$ cat config.mk
export PLATFORM = sky130hd
export DESIGN_NAME = regbank_write_arbiter
export DESIGN_NICKNAME = d
export VERILOG_FILES = /design/src/rtl/regbank_pkg.sv /design/src/rtl/rr_pick.sv /design/src/rtl/regbank_write_arbiter.sv
export SDC_FILE = /design/constraint.sdc
export NUM_CORES = 1
export LEC_CHECK = 0
export CAP_MARGIN = 20
export CORE_MARGIN = 2
export CORE_UTILIZATION = 45
export CTS_CLUSTER_DIAMETER = 120
export DETAILED_ROUTE_END_ITERATION = 12
export GPL_ROUTABILITY_DRIVEN = 1
export GPL_TIMING_DRIVEN = 0
export PLACE_DENSITY = 0.82
export SLEW_MARGIN = 40
export SYNTH_ARGS = -nofsm -noshare
export SYNTH_HDL_FRONTEND = slang
export SYNTH_SLANG_ARGS = --single-unit
$ cat constraint.sdc
create_clock -name clock -period 4.1 [get_ports clock]
set_input_delay 0.82 -clock clock [delete_from_list [all_inputs] [get_ports clock]]
set_output_delay 0.82 -clock clock [all_outputs]
set_load 0.02 [all_outputs]
$ cat src/rtl/regbank_pkg.sv
// rtl/regbank_pkg.sv - shared types, defaults and width helper for the register-bank write path
package regbank_pkg;

    typedef enum logic [1:0] {
        ST_IDLE   = 2'd0,
        ST_WRITE  = 2'd1,
        ST_LOCKED = 2'd2
    } state_t;

    localparam int DEF_NREG = 8;
    localparam int DEF_AW   = 3;

    // Width of a requester index; never narrower than one bit.
    function automatic int ow_width(input int n);
        return (n > 2) ? $clog2(n) : 1;
    endfunction

endpackage

$ cat src/rtl/rr_pick.sv
// rtl/rr_pick.sv - combinational round-robin picker starting after the last winner
module rr_pick #(
    parameter int NREQ = 2,
    parameter int OW   = 1
) (
    input  logic [NREQ-1:0] req,
    input  logic [OW-1:0]   last,
    output logic [OW-1:0]   winner,
    output logic            valid
);

    logic          hi_found;
    logic          lo_found;
    logic [OW-1:0] hi_idx;
    logic [OW-1:0] lo_idx;

    // Lowest requester above last wins; otherwise wrap to the lowest at or below last.
    always_comb begin
        hi_found = 1'b0;
        lo_found = 1'b0;
        hi_idx   = '0;
        lo_idx   = '0;
        for (int i = NREQ - 1; i >= 0; i--) begin
            if (req[i]) begin
                if (i > int'(last)) begin
                    hi_found = 1'b1;
                    hi_idx   = OW'(i);
                end else begin
                    lo_found = 1'b1;
                    lo_idx   = OW'(i);
                end
            end
        end
        valid  = hi_found | lo_found;
        winner = hi_found ? hi_idx : lo_idx;
    end

endmodule

$ cat src/rtl/regbank_write_arbiter.sv
// rtl/regbank_write_arbiter.sv - round-robin write arbiter with bounded locked bursts for the 8-bit register bank
module regbank_write_arbiter
    import regbank_pkg::*;
#(
    parameter int NREQ      = 2,
    parameter int NREG      = DEF_NREG,
    parameter int AW        = DEF_AW,
    parameter int MAX_BURST = 4
) (
    input  logic                       clock,
    input  logic                       reset,
    input  logic [NREQ-1:0]            req,
    input  logic [NREQ-1:0]            lock,
    input  logic [NREQ*AW-1:0]         addr,
    input  logic [NREQ*8-1:0]          wdata,
    output logic [NREQ-1:0]            ack,
    output logic                       err,
    output logic [NREG-1:0]            wr_en,
    output logic [7:0]                 wr_data,
    output logic                       busy,
    output logic [ow_width(NREQ)-1:0]  owner
);

    localparam int OW = ow_width(NREQ);
    localparam int BW = $clog2(MAX_BURST + 1);

    state_t          state;
    state_t          state_next;
    logic [OW-1:0]   last;
    logic [BW-1:0]   bcnt;
    logic [BW-1:0]   bcnt_inc;
    logic [BW-1:0]   bcnt_next;
    logic [AW-1:0]   addr_q;
    logic [7:0]      data_q;

    logic [OW-1:0]   pick_winner;
    logic            pick_valid;
    logic [OW-1:0]   src;
    logic            load;
    logic [AW-1:0]   sel_addr;
    logic [7:0]      sel_data;
    logic            req_own;
    logic            lock_own;
    logic            is_write;
    logic [NREG-1:0] match;

    rr_pick #(
        .NREQ (NREQ),
        .OW   (OW)
    ) u_rr_pick (
        .req    (req),
        .last   (last),
        .winner (pick_winner),
        .valid  (pick_valid)
    );

    // In IDLE the round-robin winner is latched; in LOCKED only the owner can be.
    assign src = (state == ST_IDLE) ? pick_winner : owner;

    // Select the source requester's address/data and the owner's req/lock bits.
    always_comb begin
        sel_addr = '0;
        sel_data = '0;
        req_own  = 1'b0;
        lock_own = 1'b0;
        for (int i = 0; i < NREQ; i++) begin
            if (src == OW'(i)) begin
                sel_addr = addr[i*AW +: AW];
                sel_data = wdata[i*8 +: 8];
            end
            if (owner == OW'(i)) begin
                req_own  = req[i];
                lock_own = lock[i];
            end
        end
    end

    // Burst counter advance, saturating at MAX_BURST.
    assign bcnt_inc = (bcnt == BW'(MAX_BURST)) ? bcnt : bcnt + 1'b1;

    // Next-state logic: grant in IDLE, one-cycle WRITE, owner-only service in LOCKED.
    always_comb begin
        state_next = state;
        bcnt_next  = bcnt;
        load       = 1'b0;
        case (state)
            ST_IDLE: begin
                if (pick_valid) begin
                    load       = 1'b1;
                    state_next = ST_WRITE;
                end
            end
            ST_WRITE: begin
                if (lock_own && (bcnt_inc < BW'(MAX_BURST))) begin
                    state_next = ST_LOCKED;
                    bcnt_next  = bcnt_inc;
                end else begin
                    state_next = ST_IDLE;
                    bcnt_next  = '0;
                end
            end
            ST_LOCKED: begin
                if (req_own) begin
                    load       = 1'b1;
                    state_next = ST_WRITE;
                end else if (!lock_own) begin
                    state_next = ST_IDLE;
                    bcnt_next  = '0;
                end
            end
            default: begin
                state_next = ST_IDLE;
                bcnt_next  = '0;
            end
        endcase
    end

    // State, ownership and transfer latches; reset drops any write in flight.
    always_ff @(posedge clock) begin
        if (reset) begin
            state  <= ST_IDLE;
            last   <= OW'(NREQ - 1);
            owner  <= '0;
            bcnt   <= '0;
            addr_q <= '0;
            data_q <= '0;
        end else begin
            state <= state_next;
            bcnt  <= bcnt_next;
            if (load) begin
                owner  <= src;
                last   <= src;
                addr_q <= sel_addr;
                data_q <= sel_data;
            end
        end
    end

    assign is_write = (state == ST_WRITE);

    // Address decode from the latched address; no match means out of range.
    always_comb begin
        match = '0;
        for (int r = 0; r < NREG; r++) begin
            match[r] = (addr_q == AW'(r));
        end
    end

    // Outputs decoded purely from state and latches.
    always_comb begin
        ack = '0;
        for (int i = 0; i < NREQ; i++) begin
            ack[i] = is_write && (owner == OW'(i));
        end
        wr_en   = is_write ? match : '0;
        err     = is_write && !(|match);
        wr_data = is_write ? data_q : 8'h00;
        busy    = (state != ST_IDLE);
    end

endmodule

# Word-level counts from Yosys, hierarchy flattened
# Cells that the tools add are included.
word_totals:
  word_cells: 64
  ff_bits: 18
  latch_bits: 0
  ram_bits: 0
  romBits: 0
  n_memories: 0
op_classes:
  muxes: 27
  n_bitwise: 3
  multipliers: 0
  n_div: 0
  addsub: 1
  magnitude_cmp: 2
  n_shift: 0
  n_reduce_logical: 11
  eq_ne: 14
ops:
  columns: ["op", "count"]
  rows:
  - ["$mux W8", 3]
  - ["$eq A3 B3 Y1 const B", 5]
  - ["$mux W3", 5]
  - ["$mux W1", 12]
  - ["$pmux W3 S3", 1]
  - ["$mux W2", 4]
  - ["$reduce_or A8 Y1", 1]
  - ["$eq A3 B2 Y1 const B", 2]
  - ["$ne A2 B2 Y1 const B", 3]
  - ["$pmux W2 S3", 1]
  - ["$logic_and A1 B1 Y1", 4]
  - ["$add A3 B1 Y3 const B", 1]
  - ["$eq A3 B1 Y1 const B", 1]
  - ["$logic_not A3 Y1", 1]
  - ["$lt A3 B3 Y1 const B", 1]
  - ["$ne A3 B3 Y1 const B", 1]
  - ["$reduce_and A3 Y1", 1]
  - ["$eq A2 B1 Y1 const B", 1]
  - ["$eq A2 B2 Y1 const B", 1]
  - ["$logic_not A2 Y1", 1]
  - ["$not A1 Y1", 2]
  - ["$pmux W1 S2", 1]
  - ["$reduce_and A2 Y1", 1]
  - ["$reduce_bool A2 Y1", 1]
  - ["other kinds (3)", 3]

# Logic depth before layout (Yosys ltp)
depth:
  ltp_word: 7
  ltp_mapped: 6
  depth_no_buf: 6

# Modules after synthesis
# Synthesis repeated with hierarchy kept, for this count alone.
hier_totals:
  cells_unflattened: 132
  hier_area_um2: 1072.3
modules_own_cells:
  columns: ["mod", "instances", "area_each_um2", "cells_each"]
  rows:
  - ["regbank_write_arbiter", 1, 1058.5, 130]
  - ["rr_pick", 1, 13.8, 2]

# Worst setup path after synthesis
# No wires, ideal clock.
synth_path:
  path_kind: "register to output"
  start: "register state[0]"
  end: "output wr_en[1]"
  arrival_ns: 1.425
  setup_slack_ns: 1.855
  path_buffers: 2
  required_ns: 3.280
  stages_incl_launch_ff: 6
  path_cell_list: "dfxtp_1 > buf_2 > nor2b_1 > clkbuf_1 > nand2_1 > nor3_1"
synth_between:
  elab_chain_cells: 2
synth_rtl:
  columns: ["item", "line", "text"]
  rows:
  - ["start: declaration", "regbank_write_arbiter.sv:27", "state_t state;"]
  - ["start signal: assignment", "regbank_write_arbiter.sv:128", "state <= state_next;"]
  - ["$eq A2 B1 Y1", "regbank_write_arbiter.sv:139", "assign is_write = (state == ST_WRITE);"]
  - ["$mux W8", "regbank_write_arbiter.sv:155", "wr_en = is_write ? match : '0;"]
  - ["end: declaration", "regbank_write_arbiter.sv:18", "output logic [NREG-1:0] wr_en,"]
# No other way between the ends.

# Final worst setup path
# Same ends and word-level chain as after synthesis.

==> results.ini <==
[detailed_routing]
drtAntennaViolNets=0
vias=1227
dr.first_iter.drc_count=21
viasPerCell=5.38
wire_per_inst_microns=13.4
routed_wl_microns=3050
drcViolationCount=0
dr.pass1.iters=4

[timing]
drv_slew=0
finalSetupViolCount=0
timing.fmax_mhz=319
rsz0062_at_grt=false
finalSetupTns_ns=0
hold_violations=0
period_needed_ns=3.14
period_share=0.765
worst_slew_pin_slew_ns=0.681
final.setup.worst_slack_ns=0.963
fin_skew_ns=0.00631
slew_headroom=0.546

[logic_synthesis]
syn_nets=178
synth_cells=148
ys.warnings.count=0
synth_enable_flop_cells=0
synth.cells.most_frequent=nand2_1 (19), nor2_1 (19), dfxtp_1 (18), a21oi_1 (13), o21ai_0 (12)
avgSynthCellArea_sq_um=7.92
synth_top_flop_cell=dfxtp_1
synth.distinct_cells=35
synthArstFlopShare=0
syn-cell-area_sq_um=1170
ys_ff_latch=18
ys_seq_area_frac=0.307
yosysTopAreaCellShare=0.307
synthTopCellsByArea=dfxtp_1 (31%), a311oi_2 (12%), nand2_1 (6.1%)
yosysTopAreaCell=dfxtp_1

[clock_network]
clockRootBuffer=clkbuf_4
ctsHtreeMaxLevel=1
clk_pin_slew_ns=0.10
holdBufCountCts=0
clockBufferDepth=2
numCtsBuffers=3
clock-sinks=18
clk-insertion-delay-late_ns=0.28
ctsResizeCount=0
postCtsSetupRepairBufs=0
cts_tree=built

[setup_path]
crit_start=state[0]
crit_type=reg2out
slowest_stage=clkdlybuf4s50_1
required_ns=3.28
ff2ff_path_depth=6
r2r_end=addr_q[1]
path_delay_family=buffers and inverters
cpPeakStageDelay_ns=0.63
worstPathCellList=buf_2 > nor2b_1 > clkbuf_1 > nand2_1 > nor3_1 > clkdlybuf4s50_1
path_buf_inv=3
r2r-start=state[0]
crit_arrival_ns=2.32
ff2ff_setup_slack_ns=2.39
cp_num_cells=6
start_kind=register
cp-end-kind=output port
crit_path_max_fanout=10
endpoint=wr_en[1]

[global_routing]
grt_pass1_wl_microns=4710
grt_pass1_vias=1138
antenna_found_initial=0
grt_start_max_net_pins=11
grt_overflow_total=0
grt_usage=0.218

[layout]
multiInputGateArea_sq_um=733
seqCellArea_sq_um=360
stdcell_count=228
syn_to_final_growth_pct=45.3
nets=230
fillers=217
drive_above_1_share=0.111
diodes=0

[power]
finalPower_uw=461
vdd_drop_max_mv=0.183
p_leak_nw=0.639
powerDensity_nw_per_um2=270

[floorplanning]
core_area_sq_um=2480
rows=18
die_w_microns=55.0
die_h_microns=55.0
die-area_sq_um=3030
ioPinCount=49
initial_core_util=0.473

[placement]
place_congestion=0.831
dp.final_hpwl_microns=2420
dpl.cell_count=225
pre_cts_ws_ns=1.27
portBuffers=47

[run]
drv_cap=0

[status]
status=finished, final reports clean

[hold_path]
hp-class=reg2reg

[worst reg2reg max path, stage by stage, from the launching register on]
cell	delay, ns
dfxtp_1	0.31
buf_2	0.17
nor2_1	0.23
mux2i_1	0.37
buf_4	0.24
nand2_1	0.10
a311oi_2	0.21
[through the flow]
step | area, sq um | utilization | hold slack (ns)
final | 1700 | 0.687 | 0.503
after detailed placement | 1680 | 0.678 | 0.491
after floorplan | 1170 | - | 0.459
after global routing | 1700 | 0.687 | 0.534
after global placement | 1680 | 0.678 | 0.469
after CTS | 1700 | 0.687 | 0.508
[report_power, final]
group | switching (mW) | leakage (nW) | internal [mW]
registers | 0.0116 | 0.149 | 0.192
logic | 0.0881 | 0.477 | 0.0840
clock network | 0.0511 | 0.0138 | 0.0341
[final cells by class]
class                      instances  area share
multi-input combinational        116       0.431
timing repair buffer              47       0.276
sequential                        18       0.212
buffer                            11      0.0397
tap                               30      0.0220
clock buffer                       3      0.0132
inverter                           3     0.00661
[registers in the layout, summed over array words and instances, names as in the netlist]
| register | count |
|---|---|
| bcnt | 3 |
| owner | 1 |
| state | 2 |
| addr_q | 3 |
| data_q | 8 |
| last | 1 |
[cell families (layout without fill, tap and decap cells)]
family / after synthesis / after routing / share of synthesized area
buffers and inverters: 14 / 64 / 0.0672
muxes: 2 / 2 / 0.0171
other: 1 / 1 / 0.00320
DFF: 18 / 18 / 0.307
AOI/OAI and AO/OA: 43 / 43 / 0.295
and+or+nand+nor: 68 / 68 / 0.289
adders and majority gates: 2 / 2 / 0.0213
[worst min-delay path by stage]
stage | from | endpoint | slack (ns) | cells after the start
after CTS | bcnt[0] | bcnt[0] | 0.51 | 2
after detailed placement | bcnt[0] | bcnt[0] | 0.49 | 2
after global routing | bcnt[2] | bcnt[2] | 0.53 | 1
final | bcnt[2] | bcnt[2] | 0.50 | 1
after global placement | bcnt[1] | bcnt[1] | 0.47 | 2
after floorplan | bcnt[1] | bcnt[1] | 0.46 | 2
[layer usage]
metal	track usage	up-vias	share of wire
li1	-	620	-
met1	0.251	570	0.43
met2	0.379	31	0.52
met3	0.0403	6	0.038
met4	0.114	0	0.016
met5	0	-	0
[cells in the final DEF (no fill, tap or decap), drive strengths merged]
master          n
or2             2
nor3b           1
or3             1
mux2i           2
conb            1
nand2b          4
and3            1
nand2          20
clkbuf          7
o21a            1
o21ai          14
nor2b           2
a21boi          1
o32ai           1
nor3            5
nor4            1
and3b           1
and2            9
a21oi          13
and2b           1
dfxtp          18
clkdlybuf4s50  47
buf             7
ha              2
inv             3
nand4b          1
nor2           19
a311oi         12
a21o            1
(Power assumes the default switching activity.)
